`config.mk`:
```
export PLATFORM = sky130hd
export DESIGN_NAME = uart_mem_dump
export DESIGN_NICKNAME = d
export VERILOG_FILES = /design/src/rtl/uart_mem_dump_pkg.sv /design/src/rtl/uart_mem_dump_tx_byte.sv /design/src/rtl/uart_mem_dump.sv
export SDC_FILE = /design/constraint.sdc
export NUM_CORES = 1
export LEC_CHECK = 0
export BUFFER_PORTS_ARGS = -buffer_cell sky130_fd_sc_hd__buf_4
export CORE_MARGIN = 1
export CORE_UTILIZATION = 50
export DETAILED_ROUTE_END_ITERATION = 10
export PLACE_DENSITY = 0.72
export SLEW_MARGIN = 5
export SYNTH_ARGS = -nofsm -noshare
export SYNTH_HDL_FRONTEND = slang
export SYNTH_SLANG_ARGS = --single-unit
```
`constraint.sdc`:
```
create_clock -name clk_i -period 2.7 [get_ports clk_i]
set_input_delay 0.675 -clock clk_i [delete_from_list [all_inputs] [get_ports clk_i]]
set_output_delay 0.675 -clock clk_i [all_outputs]
set_load 0.005 [all_outputs]
```
`src/rtl/uart_mem_dump_pkg.sv`:
```
// Shared constants and FSM state type for the serial memory dump engine.
// The optional trailing checksum frame is enabled by defining DUMP_CHECKSUM_EN.
package uart_mem_dump_pkg;

   localparam int UART_FRAME_BITS = 10;
   localparam int BYTES_PER_WORD  = 4;
   localparam int ADR_DMEM_BIT    = 14;

   typedef enum logic [2:0] {
      S_IDLE,
      S_READ,
      S_LATCH,
      S_FRAME,
`ifdef DUMP_CHECKSUM_EN
      S_CSUM,
`endif
      S_DONE
   } state_e;

endpackage

```
`src/rtl/uart_mem_dump_tx_byte.sv`:
```
// 8N1 byte transmitter: owns the baud counter and bit index, and accepts a new
// byte in the same cycle as the stop-bit end so that frames run back to back.
module uart_tx_byte
   import uart_mem_dump_pkg::*;
#(
   parameter int BAUD_DIV = 87
) (
   input  logic       clk_i,
   input  logic       rst_n_i,
   input  logic       load_i,
   input  logic [7:0] data_i,
   output logic       tx_o,
   output logic       busy_o,
   output logic       last_o
);

   logic        active_q, active_d;
   logic [15:0] baud_q, baud_d;
   logic [3:0]  bit_q, bit_d;
   logic [8:0]  shift_q, shift_d;
   logic        tx_q, tx_d;
   logic        bit_end;

   // NOTE: every combinational output gets a default first, so no path leaves a latch.
   always_comb begin
      active_d = active_q;
      baud_d   = baud_q;
      bit_d    = bit_q;
      shift_d  = shift_q;
      tx_d     = tx_q;
      bit_end  = active_q && (baud_q == 16'(BAUD_DIV - 1));
      last_o   = bit_end && (bit_q == 4'(UART_FRAME_BITS - 1));

      if (active_q) baud_d = bit_end ? '0 : baud_q + 16'd1;
      if (bit_end) begin
         if (last_o) begin
            active_d = 1'b0;
            tx_d     = 1'b1;
         end else begin
            bit_d   = bit_q + 4'd1;
            tx_d    = shift_q[0];
            shift_d = {1'b1, shift_q[8:1]};
         end
      end
      // Shift register holds {stop, data}; the start bit is driven directly.
      if (load_i) begin
         active_d = 1'b1;
         baud_d   = '0;
         bit_d    = '0;
         tx_d     = 1'b0;
         shift_d  = {1'b1, data_i};
      end
   end

   // NOTE: sequential state uses non-blocking assignments only, avoiding update-order races.
   always_ff @(posedge clk_i or negedge rst_n_i) begin
      if (!rst_n_i) begin
         active_q <= 1'b0;
         baud_q   <= '0;
         bit_q    <= '0;
         shift_q  <= '1;
         tx_q     <= 1'b1;
      end else begin
         active_q <= active_d;
         baud_q   <= baud_d;
         bit_q    <= bit_d;
         shift_q  <= shift_d;
         tx_q     <= tx_d;
      end
   end

   assign tx_o   = tx_q;
   assign busy_o = active_q;

endmodule

```
`src/rtl/uart_mem_dump.sv`:
```
// Reads a contiguous word range from the upload address space and streams it
// out little-endian as 8N1 frames. DUMP_CHECKSUM_EN appends a mod-256 sum frame.
module uart_mem_dump
   import uart_mem_dump_pkg::*;
#(
   parameter int BAUD_DIV = 87,
   parameter int ADR_W    = 15
) (
   input  logic             clk_i,
   input  logic             rst_n_i,
   input  logic             start_i,
   input  logic [ADR_W-1:0] start_adr_i,
   input  logic [ADR_W-1:0] word_cnt_i,
   input  logic             abort_i,
   output logic             mem_ren_o,
   output logic [ADR_W-1:0] mem_adr_o,
   input  logic [31:0]      mem_dat_i,
   output logic             tx_o,
   output logic             busy_o,
   output logic             done_o
);

   state_e           state_q, state_d;
   logic [ADR_W-1:0] adr_q, adr_d;
   logic [ADR_W-1:0] cnt_q, cnt_d;
   logic [31:0]      word_q, word_d;
   logic [1:0]       byte_q, byte_d;
   logic             abort_q, abort_d;
   logic             tx_load, tx_busy, tx_last;
   logic [7:0]       tx_data;
`ifdef DUMP_CHECKSUM_EN
   logic [7:0]       csum_q, csum_d;
`endif

   uart_tx_byte #(.BAUD_DIV(BAUD_DIV)) u_tx (
      .clk_i  (clk_i),
      .rst_n_i(rst_n_i),
      .load_i (tx_load),
      .data_i (tx_data),
      .tx_o   (tx_o),
      .busy_o (tx_busy),
      .last_o (tx_last)
   );

   always_comb begin
      state_d   = state_q;
      adr_d     = adr_q;
      cnt_d     = cnt_q;
      word_d    = word_q;
      byte_d    = byte_q;
      abort_d   = abort_q;
      mem_ren_o = 1'b0;
      done_o    = 1'b0;
      tx_load   = 1'b0;
      tx_data   = 8'h00;
`ifdef DUMP_CHECKSUM_EN
      csum_d    = csum_q;
`endif
      if (state_q != S_IDLE) abort_d = abort_q | abort_i;

      unique case (state_q)
         S_IDLE: begin
            abort_d = 1'b0;
            if (start_i) begin
               adr_d   = start_adr_i;
               cnt_d   = word_cnt_i;
`ifdef DUMP_CHECKSUM_EN
               csum_d  = 8'h00;
`endif
               state_d = (word_cnt_i == '0) ? S_DONE : S_READ;
            end
         end
         S_READ: begin
            mem_ren_o = 1'b1;
            state_d   = S_LATCH;
         end
         S_LATCH: begin
            word_d  = mem_dat_i;
            byte_d  = 2'd0;
            tx_load = 1'b1;
            tx_data = mem_dat_i[7:0];
`ifdef DUMP_CHECKSUM_EN
            csum_d  = csum_q + mem_dat_i[7:0];
`endif
            state_d = S_FRAME;
         end
         S_FRAME: begin
            if (tx_last) begin
               if (abort_q || abort_i) begin
                  state_d = S_IDLE;
               end else if (byte_q != 2'(BYTES_PER_WORD - 1)) begin
                  // word_q is shifted down one byte per frame, so byte 1 is always next.
                  byte_d  = byte_q + 2'd1;
                  word_d  = {8'h00, word_q[31:8]};
                  tx_load = 1'b1;
                  tx_data = word_q[15:8];
`ifdef DUMP_CHECKSUM_EN
                  csum_d  = csum_q + word_q[15:8];
`endif
               end else begin
                  cnt_d = cnt_q - ADR_W'(1);
                  adr_d = adr_q + ADR_W'(1);
                  if (cnt_q != ADR_W'(1)) begin
                     state_d = S_READ;
                  end else begin
`ifdef DUMP_CHECKSUM_EN
                     tx_load = 1'b1;
                     tx_data = csum_q;
                     state_d = S_CSUM;
`else
                     state_d = S_DONE;
`endif
                  end
               end
            end
         end
`ifdef DUMP_CHECKSUM_EN
         S_CSUM: begin
            if (tx_last) state_d = (abort_q || abort_i) ? S_IDLE : S_DONE;
         end
`endif
         S_DONE: begin
            done_o  = 1'b1;
            state_d = S_IDLE;
         end
         default: state_d = S_IDLE;
      endcase
   end

   always_ff @(posedge clk_i or negedge rst_n_i) begin
      if (!rst_n_i) begin
         state_q <= S_IDLE;
         adr_q   <= '0;
         cnt_q   <= '0;
         word_q  <= '0;
         byte_q  <= '0;
         abort_q <= 1'b0;
`ifdef DUMP_CHECKSUM_EN
         csum_q  <= '0;
`endif
      end else begin
         state_q <= state_d;
         adr_q   <= adr_d;
         cnt_q   <= cnt_d;
         word_q  <= word_d;
         byte_q  <= byte_d;
         abort_q <= abort_d;
`ifdef DUMP_CHECKSUM_EN
         csum_q  <= csum_d;
`endif
      end
   end

   assign mem_adr_o = adr_q;
   assign busy_o    = (state_q != S_IDLE) || tx_busy;

endmodule

```
==> reports/metrics.csv <==
metric;value;unit
outcome;finished, final reports clean;
grt_max_degree;91;
place_hpwl;7.84;mm
yosysSeqAreaShare;0.461;
drive_above_1_share;0.212;
syn_inst;560;
cts_setup_buffers;0;
dr.pass1.iters;4;
worstSetupEndpointType;output port;
ys_ff_latch;90;
grt_pass1_vias;4158;
vias;4375;
required;2.03;ns
use_met1;0.329;
postSynthAreaPerCell;8.77;um2
n_antenna_cell;0;
htree_levels;3;
ios;85;
numClockSinks;90;
die-width;101;um
portBuffers;84;
start_kind;flip-flop;
worst_pin_slew;0.716;ns
std_cell_rows;35;
skew;0.0148;ns
synthFlopType;dfrtp_1;
syn-num-nets;634;
synthToLayoutAreaGrowth;19.7;%
dp.cells;751;
gp_congestion;0.853;
ant_nets;0;
reg2reg_depth;6;
slew_headroom;0.521;
multi_input_area;0.00246;mm2
crit_start;state_q[0];
maxCapViolCount;0;
fin_nets;707;
die_area;0.0102;mm2
drt_iter0_drc;203;
fin_crit;2.13;ns
grt_pass1_wl;19.4;mm
cts_tree;yes;
cp_max_fo;9;
hold_viol_final;0;
r2r_setup_slack;0.64;ns
drc;0;
criticalPathCategory;reg -> out;
hold_path.class;in -> async;
cp_data_arrival_time;1.46;ns
clockBufferDepth;2;
slew_violations;0;
grtUsageMet3;0.0354;
regArea;0.00226;mm2
hold_buffers;0;
routed_wl;11.5;mm
ys_types;56;
use_met2;0.394;
die_h;101;um
yosysWarnings;0;
finalSetupTns;0;ns
power_leakage;2.66;nW
async_reset_ff_frac;1.00;
root_buffer;clkbuf_8;
grt_overflow_total;0;
clk_pin_slew_worst_paths;0.09;ns
clkLatencyLatePin;0.36;ns
wl_per_cell;15.0;um
synth.cell_area;0.00491;mm2
final_cells;767;
hold_slack;0.327;ns
cts_resized;0;
rr_endpoint;word_q[15];
finalCritPeriodShare;0.790;
placed_area;0.00567;mm2
fmax;469;MHz
rsz0062_at_grt;false;
track_usage;0.240;
initial_utilization;0.524;
ir_drop;0.269;mV
antenna_found_initial;0;
fin_area;0.00588;mm2
vias_per_cell;5.70;
r2r_start;u_tx.baud_q[9];
busiest_layer;met2;
p_per_area;417;mW/mm2
nFillCells;835;
critPathCapture;mem_ren_o;
core-area;0.00937;mm2
cts_buffers;9;
synth-edff-count;0;
setup_violations;0;
-- flip-flops by register name, indices dropped and copies added (netlist names) --
register and cells:
cnt_q 15, mem_adr_o 15, byte_q 2, u_tx.busy_o 1, state_q 3, u_tx.tx_o 1, abort_q 1, u_tx.bit_q 4
u_tx.shift_q 8, u_tx.baud_q 16, word_q 24
-- worst max-delay path, stage by stage, from the launching register on --
cell and delay [ns]:
dfrtp_1 0.51, inv_1 0.13, nor3_1 0.29, buf_4 0.17
-- Yosys cell counts, drive strengths merged (6+ instances only) --
| cell | instances | area share |
|---|---|---|
| dfrtp | 81 | 0.41 |
| nand2 | 80 | 0.061 |
| nor2 | 67 | 0.051 |
| a21oi | 60 | 0.062 |
| o21ai | 36 | 0.037 |
| a31oi | 20 | 0.025 |
| buf | 20 | 0.024 |
| nand3 | 20 | 0.020 |
| nand4 | 16 | 0.023 |
| clkbuf | 14 | 0.011 |
| nor3 | 13 | 0.017 |
| xor2 | 13 | 0.023 |
| o22ai | 12 | 0.015 |
| dfstp | 9 | 0.048 |
| a22o | 8 | 0.014 |
| ha | 8 | 0.020 |
| nor4 | 8 | 0.015 |
| inv | 7 | 0.0053 |
| nand2b | 7 | 0.0089 |
| o211ai | 7 | 0.011 |
| or3 | 6 | 0.0087 |
-- per-stage QoR --
stage	util	worst slack [ns]	power, mW
5_1_grt	0.628	0.421	2.54
3_5_place_dp	0.605	0.492	1.50
2_1_floorplan	-	0.657	1.39
6_report	0.628	0.566	2.45
4_1_cts	0.628	0.556	2.48
3_3_place_gp	0.605	0.541	1.50
-- worst min path at each step --
stage | slack [ns] | to | from
floorplan | 0.38 | abort_q | rst_n_i
global placement | 0.45 | byte_q[1] | byte_q[1]
detailed placement | 0.48 | byte_q[0] | byte_q[0]
CTS | 0.35 | mem_adr_o[11] | rst_n_i
global route | 0.38 | mem_adr_o[11] | rst_n_i
finish | 0.33 | cnt_q[6] | rst_n_i
-- logic make-up after synthesis --
logic type               after synthesis  synth area share
AO/OA/AOI/OAI                        159             0.193
XOR/XNOR                              14            0.0250
adder cells (fa/ha/maj)                8            0.0204
buffers and inverters                 41            0.0397
flip-flops                            90             0.461
multiplexers                           4           0.00815
AND/OR/NAND/NOR                      244             0.253
-- cells in the final DEF, fill, tap and decap left out, types with 3 or more instances in the layout --
cell / Yosys / final
a21oi_1: 59 / 59
a22o_1: 8 / 8
a31oi_1: 20 / 20
and3_1: 5 / 5
and4_1: 5 / 5
buf_12: 0 / 3
buf_4: 4 / 93
clkbuf_8: 0 / 10
dfrtp_1: 81 / 81
dfstp_2: 9 / 9
ha_1: 8 / 8
inv_1: 7 / 7
mux2i_1: 4 / 4
nand2_1: 80 / 80
nand2b_1: 7 / 7
nand3_1: 20 / 20
nand3b_1: 4 / 4
nand4_1: 15 / 15
nor2_1: 67 / 67
nor3_1: 11 / 11
nor4_1: 6 / 6
o2111a_1: 3 / 3
o211ai_1: 7 / 7
o21a_1: 3 / 3
o21ai_0: 34 / 34
o22ai_1: 12 / 12
or3_1: 5 / 5
xor2_1: 13 / 13
-- routing by layer --
| layer | up-vias | part of all wire |
|---|---|---|
| li1 | 2160 | - |
| met1 | 2121 | 0.47 |
| met2 | 83 | 0.48 |
| met3 | 11 | 0.037 |
| met4 | 0 | 0.011 |
| met5 | - | 0 |
-- area by class of cell --
class / count / share of cell area
Timing Repair Buffer: 96 / 0.129
Clock buffer: 10 / 0.0234
Sequential cell: 90 / 0.385
Inverter: 7 / 0.00447
Clock inverter: 6 / 0.0123
Multi-Input combinational cell: 429 / 0.419
Tap cell: 129 / 0.0274
-- power breakdown --
| group | total, mW | leakage [nW] | switching, mW | internal (mW) |
|---|---|---|---|---|
| logic | 0.118 | 1.39 | 0.0507 | 0.0669 |
| clock network | 0.975 | 0.103 | 0.511 | 0.463 |
| registers | 1.36 | 1.16 | 0.00292 | 1.36 |
| total | 2.45 | 2.66 | 0.565 | 1.89 |
Note: power is estimated with default switching activity, not from simulation.
